<file path="config.mk">
export PLATFORM = sky130hd
export DESIGN_NAME = i2c_slave_regif_flat
export DESIGN_NICKNAME = d
export VERILOG_FILES = /design/src/rtl/i2c_slave_regif_pkg.sv /design/src/rtl/i2c_slave_regif_if.sv /design/src/rtl/i2c_slave_regif_sync_edge.sv /design/src/rtl/i2c_slave_regif.sv /design/src/flat_wrapper.sv
export SDC_FILE = /design/constraint.sdc
export NUM_CORES = 1
export LEC_CHECK = 0
export ABC_AREA = 1
export BUFFER_PORTS_ARGS = -buffer_cell sky130_fd_sc_hd__buf_2
export CAP_MARGIN = 10
export CORE_MARGIN = 2
export CORE_UTILIZATION = 53
export CTS_BUF_LIST = sky130_fd_sc_hd__clkbuf_8 sky130_fd_sc_hd__clkbuf_16
export DETAILED_ROUTE_END_ITERATION = 7
export PLACE_DENSITY = 0.76
export SETUP_SLACK_MARGIN = 0.4
export SLEW_MARGIN = 20
export SYNTH_ARGS = -nofsm -noshare
export SYNTH_HDL_FRONTEND = slang
export SYNTH_SLANG_ARGS = --single-unit
</file>
<file path="constraint.sdc">
create_clock -name clk -period 1.8 [get_ports clk]
set_clock_uncertainty 0.1 [all_clocks]
set_input_delay 0.18 -clock clk [delete_from_list [all_inputs] [get_ports clk]]
set_output_delay 0.18 -clock clk [all_outputs]
set_load 0.01 [all_outputs]
</file>
<file path="src/rtl/i2c_slave_regif_pkg.sv">
// i2c_slave_regif_pkg: FSM states and bus-level constants shared by the I2C target
package i2c_slave_regif_pkg;
  typedef enum logic [3:0] {
    IDLE, ADDR, A_ACK, PTR, P_ACK, WR_DATA, W_ACK, RD_DATA, M_ACK, WAIT_STOP
  } state_e;
  localparam logic I2C_ACK  = 1'b0;
  localparam logic I2C_NACK = 1'b1;
  function automatic logic drive_bit(input logic b);
    return ~b;
  endfunction
endpackage

</file>
<file path="src/rtl/i2c_slave_regif_if.sv">
// i2c_slave_regif_if: open-drain bus pins plus register-file strobes of the I2C target
interface i2c_slave_regif_if #(
  parameter int REG_AW = 8
);
  logic              scl_i;
  logic              sda_i;
  logic              sda_oe;
  logic [REG_AW-1:0] reg_addr;
  logic [7:0]        reg_wdata;
  logic              reg_wr;
  logic              reg_rd;
  logic [7:0]        reg_rdata;
  logic              busy;
  modport slave (
    input  scl_i, sda_i, reg_rdata,
    output sda_oe, reg_addr, reg_wdata, reg_wr, reg_rd, busy
  );
  modport master (
    output scl_i, sda_i, reg_rdata,
    input  sda_oe, reg_addr, reg_wdata, reg_wr, reg_rd, busy
  );
endinterface

</file>
<file path="src/rtl/i2c_slave_regif_sync_edge.sv">
// i2c_slave_regif_sync_edge: SCL/SDA synchroniser, history flop and START/STOP/edge decode
module i2c_slave_regif_sync_edge #(
  parameter int SYNC_STAGES = 2
) (
  input  logic clk,
  input  logic rst_n,
  input  logic scl_i,
  input  logic sda_i,
  output logic scl_s,
  output logic sda_s,
  output logic scl_rise,
  output logic scl_fall,
  output logic start_det,
  output logic stop_det
);
  logic [SYNC_STAGES-1:0] scl_sr, sda_sr;
  logic                   scl_q, sda_q;
  // Reset to the idle-bus level so no edge is seen on reset release
  always_ff @(posedge clk or negedge rst_n)
    if (!rst_n) begin
      scl_sr <= '1;
      sda_sr <= '1;
      scl_q  <= 1'b1;
      sda_q  <= 1'b1;
    end else begin
      scl_sr <= {scl_sr[SYNC_STAGES-2:0], scl_i};
      sda_sr <= {sda_sr[SYNC_STAGES-2:0], sda_i};
      scl_q  <= scl_s;
      sda_q  <= sda_s;
    end
  assign scl_s     = scl_sr[SYNC_STAGES-1];
  assign sda_s     = sda_sr[SYNC_STAGES-1];
  assign scl_rise  = scl_s & ~scl_q;
  assign scl_fall  = ~scl_s & scl_q;
  assign start_det = scl_s & scl_q & sda_q & ~sda_s;
  assign stop_det  = scl_s & scl_q & ~sda_q & sda_s;
endmodule

</file>
<file path="src/rtl/i2c_slave_regif.sv">
// i2c_slave_regif: I2C target front-end turning bus traffic into register read/write strobes
module i2c_slave_regif
  import i2c_slave_regif_pkg::*;
#(
  parameter logic [6:0] SLAVE_ADDR  = 7'h29,
  parameter int         REG_AW      = 8,
  parameter int         SYNC_STAGES = 2,
  parameter int         TIMEOUT_CYC = 10000
) (
  input logic              clk,
  input logic              rst_n,
  i2c_slave_regif_if.slave bus
);
  localparam int TW = $clog2(TIMEOUT_CYC + 1);
  logic          scl_s, sda_s, scl_rise, scl_fall, start_det, stop_det;
  state_e        state;
  logic [2:0]    bit_cnt;
  logic [7:0]    shift, rx;
  logic          rw, tmo_hit;
  logic [TW-1:0] tmo;
  i2c_slave_regif_sync_edge #(.SYNC_STAGES(SYNC_STAGES)) u_sync (
    .clk(clk), .rst_n(rst_n), .scl_i(bus.scl_i), .sda_i(bus.sda_i),
    .scl_s(scl_s), .sda_s(sda_s), .scl_rise(scl_rise), .scl_fall(scl_fall),
    .start_det(start_det), .stop_det(stop_det)
  );
  assign rx      = {shift[6:0], sda_s};
  assign tmo_hit = state != IDLE && !scl_s && tmo == TW'(TIMEOUT_CYC - 1);
  // ACK phases: first SCL fall starts driving, second fall ends the ACK bit
  always_ff @(posedge clk or negedge rst_n)
    if (!rst_n) begin
      state         <= IDLE;
      bit_cnt       <= '0;
      shift         <= '0;
      rw            <= 1'b0;
      tmo           <= '0;
      bus.sda_oe    <= 1'b0;
      bus.reg_addr  <= '0;
      bus.reg_wdata <= '0;
      bus.reg_wr    <= 1'b0;
      bus.reg_rd    <= 1'b0;
      bus.busy      <= 1'b0;
    end else begin
      bus.reg_wr <= 1'b0;
      bus.reg_rd <= 1'b0;
      tmo        <= (state == IDLE || scl_s || scl_fall) ? '0 : tmo + TW'(1);
      if (bus.reg_rd) shift <= bus.reg_rdata;
      if (start_det) begin
        state      <= ADDR;
        bit_cnt    <= '0;
        bus.sda_oe <= 1'b0;
      end else if (stop_det || tmo_hit) begin
        state      <= IDLE;
        bus.sda_oe <= 1'b0;
        bus.busy   <= 1'b0;
      end else
        case (state)
          ADDR: if (scl_rise) begin
            shift   <= rx;
            bit_cnt <= bit_cnt + 3'd1;
            if (bit_cnt == 3'd7) begin
              rw       <= rx[0];
              bus.busy <= rx[7:1] == SLAVE_ADDR;
              state    <= rx[7:1] == SLAVE_ADDR ? A_ACK : IDLE;
            end
          end
          A_ACK: begin
            if (scl_rise && rw) bus.reg_rd <= 1'b1;
            if (scl_fall) begin
              if (!bus.sda_oe) bus.sda_oe <= drive_bit(I2C_ACK);
              else begin
                bit_cnt    <= '0;
                state      <= rw ? RD_DATA : PTR;
                bus.sda_oe <= rw ? drive_bit(shift[7]) : 1'b0;
              end
            end
          end
          PTR: if (scl_rise) begin
            shift   <= rx;
            bit_cnt <= bit_cnt + 3'd1;
            if (bit_cnt == 3'd7) begin
              bus.reg_addr <= REG_AW'(rx);
              state        <= P_ACK;
            end
          end
          P_ACK, W_ACK: if (scl_fall) begin
            if (!bus.sda_oe) bus.sda_oe <= drive_bit(I2C_ACK);
            else begin
              bus.sda_oe <= 1'b0;
              bit_cnt    <= '0;
              state      <= WR_DATA;
              if (state == W_ACK) bus.reg_addr <= bus.reg_addr + REG_AW'(1);
            end
          end
          WR_DATA: if (scl_rise) begin
            shift   <= rx;
            bit_cnt <= bit_cnt + 3'd1;
            if (bit_cnt == 3'd7) begin
              bus.reg_wdata <= rx;
              bus.reg_wr    <= 1'b1;
              state         <= W_ACK;
            end
          end
          RD_DATA: if (scl_fall) begin
            if (bit_cnt == 3'd7) begin
              bus.sda_oe <= 1'b0;
              bit_cnt    <= '0;
              state      <= M_ACK;
            end else begin
              shift      <= {shift[6:0], 1'b0};
              bus.sda_oe <= drive_bit(shift[6]);
              bit_cnt    <= bit_cnt + 3'd1;
            end
          end
          M_ACK: begin
            if (scl_rise) begin
              if (sda_s == I2C_NACK) state <= WAIT_STOP;
              else begin
                bus.reg_addr <= bus.reg_addr + REG_AW'(1);
                bus.reg_rd   <= 1'b1;
              end
            end
            if (scl_fall) begin
              state      <= RD_DATA;
              bus.sda_oe <= drive_bit(shift[7]);
            end
          end
          default: ;
        endcase
    end
endmodule
</file>
<file path="src/flat_wrapper.sv">
// flat-port wrapper written by rule: the top's interface ports become plain ports
module i2c_slave_regif_flat import i2c_slave_regif_pkg::*;
#(
  parameter logic [6:0] SLAVE_ADDR  = 7'h29,
  parameter int         REG_AW      = 8,
  parameter int         SYNC_STAGES = 2,
  parameter int         TIMEOUT_CYC = 10000
)
  (clk, rst_n, bus_scl_i, bus_sda_i, bus_reg_rdata, bus_sda_oe, bus_reg_addr, bus_reg_wdata, bus_reg_wr, bus_reg_rd, bus_busy);
  i2c_slave_regif_if #(.REG_AW(REG_AW)) bus_i ();
  input logic clk;
  input logic rst_n;
  input wire logic [$bits(bus_i.scl_i)-1:0] bus_scl_i;
  input wire logic [$bits(bus_i.sda_i)-1:0] bus_sda_i;
  input wire logic [$bits(bus_i.reg_rdata)-1:0] bus_reg_rdata;
  output wire logic [$bits(bus_i.sda_oe)-1:0] bus_sda_oe;
  output wire logic [$bits(bus_i.reg_addr)-1:0] bus_reg_addr;
  output wire logic [$bits(bus_i.reg_wdata)-1:0] bus_reg_wdata;
  output wire logic [$bits(bus_i.reg_wr)-1:0] bus_reg_wr;
  output wire logic [$bits(bus_i.reg_rd)-1:0] bus_reg_rd;
  output wire logic [$bits(bus_i.busy)-1:0] bus_busy;
  assign bus_i.scl_i = bus_scl_i;
  assign bus_i.sda_i = bus_sda_i;
  assign bus_i.reg_rdata = bus_reg_rdata;
  assign bus_sda_oe = bus_i.sda_oe;
  assign bus_reg_addr = bus_i.reg_addr;
  assign bus_reg_wdata = bus_i.reg_wdata;
  assign bus_reg_wr = bus_i.reg_wr;
  assign bus_reg_rd = bus_i.reg_rd;
  assign bus_busy = bus_i.busy;
  i2c_slave_regif #(.SLAVE_ADDR(SLAVE_ADDR), .REG_AW(REG_AW), .SYNC_STAGES(SYNC_STAGES), .TIMEOUT_CYC(TIMEOUT_CYC)) u_core (.clk(clk), .rst_n(rst_n), .bus(bus_i));
endmodule
</file>
* Yosys cells after proc, flatten, opt, wreduce, memory -nomap -nowiden *
Index checks and enable logic that the tools add are counted.

cells by class
  $lt $le $gt $ge = 0
  multiply operators = 0
  reductions and logical operators = 26
  mux-type cells = 70
  equality and inequality tests = 38
  shifts and indexed selects = 0
  bitwise operators = 15
  div/mod/pow operators = 0
  add/sub/neg operators = 3

operator list
  operator                 number
  $mux W8                  13
  $mux W4                  17
  $ne A4 B1 Y1 const B     13
  $pmux W4 S7              1
  $mux W1                  24
  $mux W3                  8
  $pmux W8 S3              1
  $eq A4 B3 Y1 const B     4
  $pmux W8 S2              1
  $reduce_and A15 Y1       1
  $reduce_and A5 Y1        3
  $add A14 B1 Y14 const B  1
  $eq A14 B14 Y1 const B   1
  $mux W14                 1
  $ne A2 B1 Y1 const B     7
  $ne A3 B1 Y1 const B     4
  $reduce_and A10 Y1       1
  $pmux W3 S3              1
  $reduce_bool A9 Y1       1
  $add A8 B1 Y8 const B    1
  $eq A4 B2 Y1 const B     2
  $not A1 Y1               8
  $reduce_bool A4 Y1       2
  $and A1 B1 Y1            7
  22 further kinds         29

storage, ports and cells
  output and inout bits = 20
  bits in writable memories = 0
  bits in registers = 56
  latch bits = 0
  input bits = 12
  memories kept = 0
  ROM bits = 0
  logic and storage cells = 167

* Depth between registers and ports, before layout *
  depth after elaboration = 7
  depth in mapped cells = 13
  gate-level depth less buffers = 12

* By module *
From an unflattened synthesis, not the netlist that was laid out.

unflattened totals
  cell total of the unflattened synthesis = 459
  area, all modules = 3270.6 um^2

by module, submodules not included
  module                     seq. area each (um^2)  area an instance (um^2)  times used  cells an instance
  i2c_slave_regif            1251.2                 3071.7                   1           442
  i2c_slave_regif_sync_edge  157.7                  198.9                    1           17

* Least setup slack after synthesis *
OpenSTA, ideal clock, no wires.

  path kind = register -> register
  start = register u_core.bit_cnt[0]
  end = register u_core.shift[4]
  stages on the path, launching flop included = 10
  library setup time = 119 ps
  data required time = 1581 ps
  buffers on the path = 1
  path slack = 40 ps
  period minus slack after synthesis = 1760 ps
  arrival time = 1541 ps
  cell sequence = dfrtp_1 > ha_1 > ha_1 > o31ai_2 > inv_1 > nor2_4 > inv_2 > buf_6 > nand2_1 > o21ai_2

between the ends
  cells in the longest elaborated chain, start to end = 6

ends and longest elaborated chain
  element                   RTL line                text
  start: declaration        i2c_slave_regif.sv:17   logic [2:0] bit_cnt;
  start signal: assignment  i2c_slave_regif.sv:59   bit_cnt <= bit_cnt + 3'd1;
  start signal: assignment  i2c_slave_regif.sv:79   bit_cnt <= bit_cnt + 3'd1;
  start signal: assignment  i2c_slave_regif.sv:96   bit_cnt <= bit_cnt + 3'd1;
  $eq A3 B3 Y1              i2c_slave_regif.sv:104  if (bit_cnt == 3'd7) begin
  $mux W8                   i2c_slave_regif.sv:104
  $mux W8                   i2c_slave_regif.sv:103  RD_DATA: if (scl_fall) begin
  $pmux W8 S2               i2c_slave_regif.sv:56   case (state)
  $mux W8                   i2c_slave_regif.sv:51   end else if (stop_det || tmo_hit) begin
  $mux W8                   i2c_slave_regif.sv:47   if (start_det) begin
  end signal: assignment    i2c_slave_regif.sv:46   if (bus.reg_rd) shift <= bus.reg_rdata;
  end signal: assignment    i2c_slave_regif.sv:58   shift <= rx;
  end signal: assignment    i2c_slave_regif.sv:109  shift <= {shift[6:0], 1'b0};
  end: declaration          i2c_slave_regif.sv:18   logic [7:0] shift, rx;

No other way between the ends.
A chain may end at the register's enable or synchronous reset.

* Worst setup path in the final report *
  start = register u_core.u_sync.scl_sr[1]
  end = register u_core.bus.reg_addr[3]

between the ends
  cells in the longest elaborated chain, start to end = 6
  elaborated cells between the ends (all ways) = 18
  those cells by class = eq/ne (3); bitwise (10); reduce/logical (5)

ends and longest elaborated chain
  element                                                            RTL line                                                                                 text
  start: declaration                                                 i2c_slave_regif_sync_edge.sv:16                                                          logic [SYNC_STAGES-1:0] scl_sr, sda_sr;
  start signal: assignment                                           i2c_slave_regif_sync_edge.sv:26                                                          scl_sr <= {scl_sr[SYNC_STAGES-2:0], scl_i};
  $and A1 B1 Y1 or $logic_not A1 Y1 (tied branches)                  i2c_slave_regif_sync_edge.sv:35, i2c_slave_regif_sync_edge.sv:36, i2c_slave_regif.sv:27
  $and A1 B1 Y1 or $logic_and A1 B1 Y1 (tied branches) (2 in a row)  i2c_slave_regif_sync_edge.sv:36, i2c_slave_regif.sv:27
  $logic_or A1 B1 Y1                                                 i2c_slave_regif.sv:51
  $not A1 Y1 (no line)                                               -
  $reduce_and A10 Y1 (no line) (*)                                   -
  end signal: assignment                                             i2c_slave_regif.sv:81                                                                    bus.reg_addr <= REG_AW'(rx);
  end signal: assignment                                             i2c_slave_regif.sv:91                                                                    if (state == W_ACK) bus.reg_addr <= bus.reg_addr + REG_AW'(1);
  end signal: assignment                                             i2c_slave_regif.sv:118                                                                   bus.reg_addr <= bus.reg_addr + REG_AW'(1);
  end: declaration                                                   i2c_slave_regif_if.sv:16                                                                 output sda_oe, reg_addr, reg_wdata, reg_wr, reg_rd, busy

Every way passes the cells marked *; elsewhere a longest branch is shown, timed or not.

==> flow_metrics.py <==
metrics = {
    "cells_and_area": {
        "layout.cells.most_common": "nand2_1",
        "final_cell_mix": "nand2_1, dfrtp_1, buf_4",
        "area_growth_pct": 34.66,
        "diodes": 0,
        "post-route-cell-area_mm2": 0.004219,
        "drive_gt1_share_pct": 40.98,
        "final_core_util_pct": 72.55,
        "nets": 503,
    },
    "drt": {
        "post_drt_via_cell_ratio": 5.572,
        "routedWlPerCell_um": 15.46,
        "drc": 0,
        "firstDrtPassIters": 5,
        "vias": 3137,
        "totalWireLength_mm": 8.704,
        "first_iter_violations": 249,
        "postRouteAntennaNets": 0,
    },
    "setup_path": {
        "start_kind": "flip-flop",
        "crit_buf_inv": 2,
        "cp.depth": 10,
        "reg2reg_depth": 10,
        "rrSetupSlack_ps": -110,
        "crit_end": "u_core.bus.reg_addr[3]",
        "end_kind": "flip-flop",
        "r2r-end": "u_core.bus.reg_addr[3]",
        "arrival_ps": 2070,
        "cp_slowest_stage_delay_ps": 590,
        "r2r_start": "u_core.u_sync.scl_sr[1]",
        "worst_path_most_repeated_cell": "nand2_2",
        "cp.required_ps": 1960,
        "crit_family": "simple AND/OR/NAND/NOR gates",
        "crit_start": "u_core.u_sync.scl_sr[1]",
        "path_max_fanout": 8,
        "crit_path_top_delay_cell": "dfstp_2",
        "cp_cell_sequence": "inv_2 -> nor2_4 -> nand2_2 -> nand2_2 -> o211ai_1 -> nor3_4 -> nand2_4 -> inv_8 -> nand2_2 -> o21ai_2",
        "critical_path_class": "flip-flop to flip-flop",
    },
    "timing": {
        "setup_ws_ps": -109.5,
        "slew_headroom_pct": 80.35,
        "fin_tns_setup_ps": -1054,
        "fmax_ghz": 0.5237,
        "slew_viol_final": 0,
        "hold_violations": 0,
        "finalSetupViolCount": 13,
        "worst_slew_pin_slew_ps": 294.8,
        "min_period_ps": 1909,
        "grt_setup_unrepaired": "true",
        "timing.final.crit_share_pct": 106.1,
    },
    "logic_synthesis": {
        "synth.avg_cell_area_um2": 7.755,
        "synthFlopType": "dfrtp_1",
        "ys_warn_count": 0,
        "ys_async_sr_fraction_pct": 100.0,
        "seq_area_frac_synth_pct": 44.97,
        "ys_ff_latch": 56,
        "syn_nets": 420,
        "synth_edf_count": 0,
        "synthDistinctLibCells": 40,
        "synth_area_mm2": 0.003133,
        "synthCells": 404,
    },
    "pwr": {
        "power_uw": 3318,
        "p_leak_uw": 0.002068,
        "p_per_area_mw_per_mm2": 786.4,
        "ir_worst_vdd_uv": 771.5,
    },
    "clocking": {
        "h-tree-depth": 2,
        "clockBufferDepth": 2,
        "clk_transition_reported_paths_ps": 110,
        "cts_tree": "built",
        "cts_sinks": 56,
        "numCtsBuffers": 5,
        "clkLatencyLatePin_ps": 320,
        "cts_root_buf": "clkbuf_8",
    },
    "global_routing": {
        "antenna_found_initial": 0,
        "grt_pass1_wl_mm": 13.43,
        "gr-total-overflow": 0,
        "grt_pass1_vias": 2876,
        "grt_max_degree": 57,
        "gr-usage-all-layers_pct": 26.08,
    },
    "floorplanning": {
        "fp-row-count": 28,
        "io_pins": 32,
        "die_w_um": 80.89,
        "start_util_pct": 53.87,
        "core_region_area_mm2": 0.005816,
        "die_h_um": 80.89,
        "dieArea_mm2": 0.006542,
    },
    "placed_design": {
        "place_area_mm2": 0.003616,
        "io_buffers": 31,
        "place.gp.congestion": 0.9359,
        "dpl.hpwl_mm": 5.501,
        "dp_slack_ps": -29.91,
    },
    "run": {
        "drv_cap": 0,
    },
    "outcome": {
        "violations": "negative setup slack",
        "status": "finished with violations",
    },
    "hold_path": {
        "hold_path.class": "input pin to flip-flop",
    },
}
state kept, by name, summed over array words and instances (netlist names):
register,count
u_core.bus.reg_wr,1
u_core.bit_cnt,3
u_core.u_sync.sda_q,1
u_core.tmo,14
u_core.u_sync.sda_sr,2
u_core.u_sync.scl_q,1
u_core.bus.busy,1
u_core.bus.reg_wdata,8
u_core.rw,1
u_core.state,4
u_core.u_sync.scl_sr,2
u_core.shift,8
u_core.bus.reg_rd,1
u_core.bus.reg_addr,8
u_core.bus.sda_oe,1
synth_stat cells (2+ instances only):
| master | n | area (um2) |
|---|---|---|
| nand2_2 | 3 | 18.77 |
| dfstp_2 | 6 | 157.7 |
| o21ai_1 | 5 | 25.02 |
| o21ai_0 | 37 | 185.2 |
| dfrtp_1 | 50 | 1251 |
| clkbuf_1 | 3 | 11.26 |
| ha_1 | 4 | 50.05 |
| inv_2 | 10 | 37.54 |
| o22ai_1 | 2 | 12.51 |
| nor4_1 | 2 | 12.51 |
| a21oi_1 | 10 | 50.05 |
| inv_1 | 39 | 146.4 |
| nor2_2 | 4 | 25.02 |
| xor2_1 | 5 | 43.79 |
| o211ai_1 | 2 | 15.01 |
| nand2_1 | 99 | 371.6 |
| xnor2_1 | 3 | 26.28 |
| nand3_1 | 27 | 135.1 |
| nand3b_1 | 2 | 15.01 |
| nand3_2 | 2 | 20.02 |
| a31oi_1 | 2 | 12.51 |
| nor2_1 | 45 | 168.9 |
| nor3_1 | 5 | 25.02 |
| nand4_1 | 11 | 68.82 |
| o21ai_2 | 9 | 78.83 |
| nor2_4 | 3 | 33.78 |
metrics by stage:
| stage | std cells | hold slack [ps] |
|---|---|---|
| after floorplan | 404 | -215.6 |
| after global placement | 530 | 101.0 |
| after detailed placement | 530 | 99.72 |
| after CTS | 549 | 59.96 |
| after global routing | 563 | 73.55 |
| final | 563 | 55.16 |
cells by family (layout without fill, tap and decap cells):
| logic type | Yosys count | after routing | synth area share [%] |
|---|---|---|---|
| buffers and inverters | 56 | 139 | 7.189 |
| AOI/OAI and AO/OA | 72 | 72 | 13.58 |
| DFF | 56 | 56 | 44.97 |
| and+or+nand+nor | 208 | 209 | 30.43 |
| xor gates and xnor gates | 8 | 8 | 2.237 |
| adders and majority gates | 4 | 4 | 1.598 |
what timing repair did:
| action | in CTS | in global routing |
|---|---|---|
| hold buffers | 3 | 0 |
| setup buffers | 8 | 13 |
| hold endpoints to repair | 52 | 0 |
| setup endpoints to repair | 44 | 44 |
| resized for setup | 43 | 48 |
| pin swaps | 11 | 15 |
| cloned | 0 | 1 |
worst min-delay path by stage:
stage / from / end / cells after the start
final: bus_reg_rdata[0] / u_core.shift[0] / 3
after global routing: bus_reg_rdata[0] / u_core.shift[0] / 3
after CTS: bus_reg_rdata[0] / u_core.shift[0] / 3
after detailed placement: rst_n / u_core.tmo[7] / 2
after global placement: rst_n / u_core.tmo[7] / 2
after floorplan: rst_n / u_core.bit_cnt[0] / 0
worst min-delay path, cell delays in order:
cell	delay [ps]
buf_2	80
a21oi_1	60
o22ai_1	110
metal layers:
metal / global-route usage [%] / part of all wire (%)
met5: 0 / 0
met4: 6.949 / 2.6
met3: 2.889 / 5.7
met2: 44.96 / 51
met1: 35.04 / 41
power by group:
group          switching [uW]  internal, uW  leakage, uW
combinational             590           344      0.00128
sequential                107          1400     0.000728
clock                     458           423    0.0000600
total                    1150          2160      0.00207
cell type report:
cell class              count  area, um2
fillers                   436       1597
inverters                  50      207.7
clock buffers               5      68.82
well taps                  75      93.84
clock inverters             3      46.29
multi-input cells         293       1799
flip-flops and latches     56       1415
repair buffers             81      588.1
(Power assumes the default switching activity.)
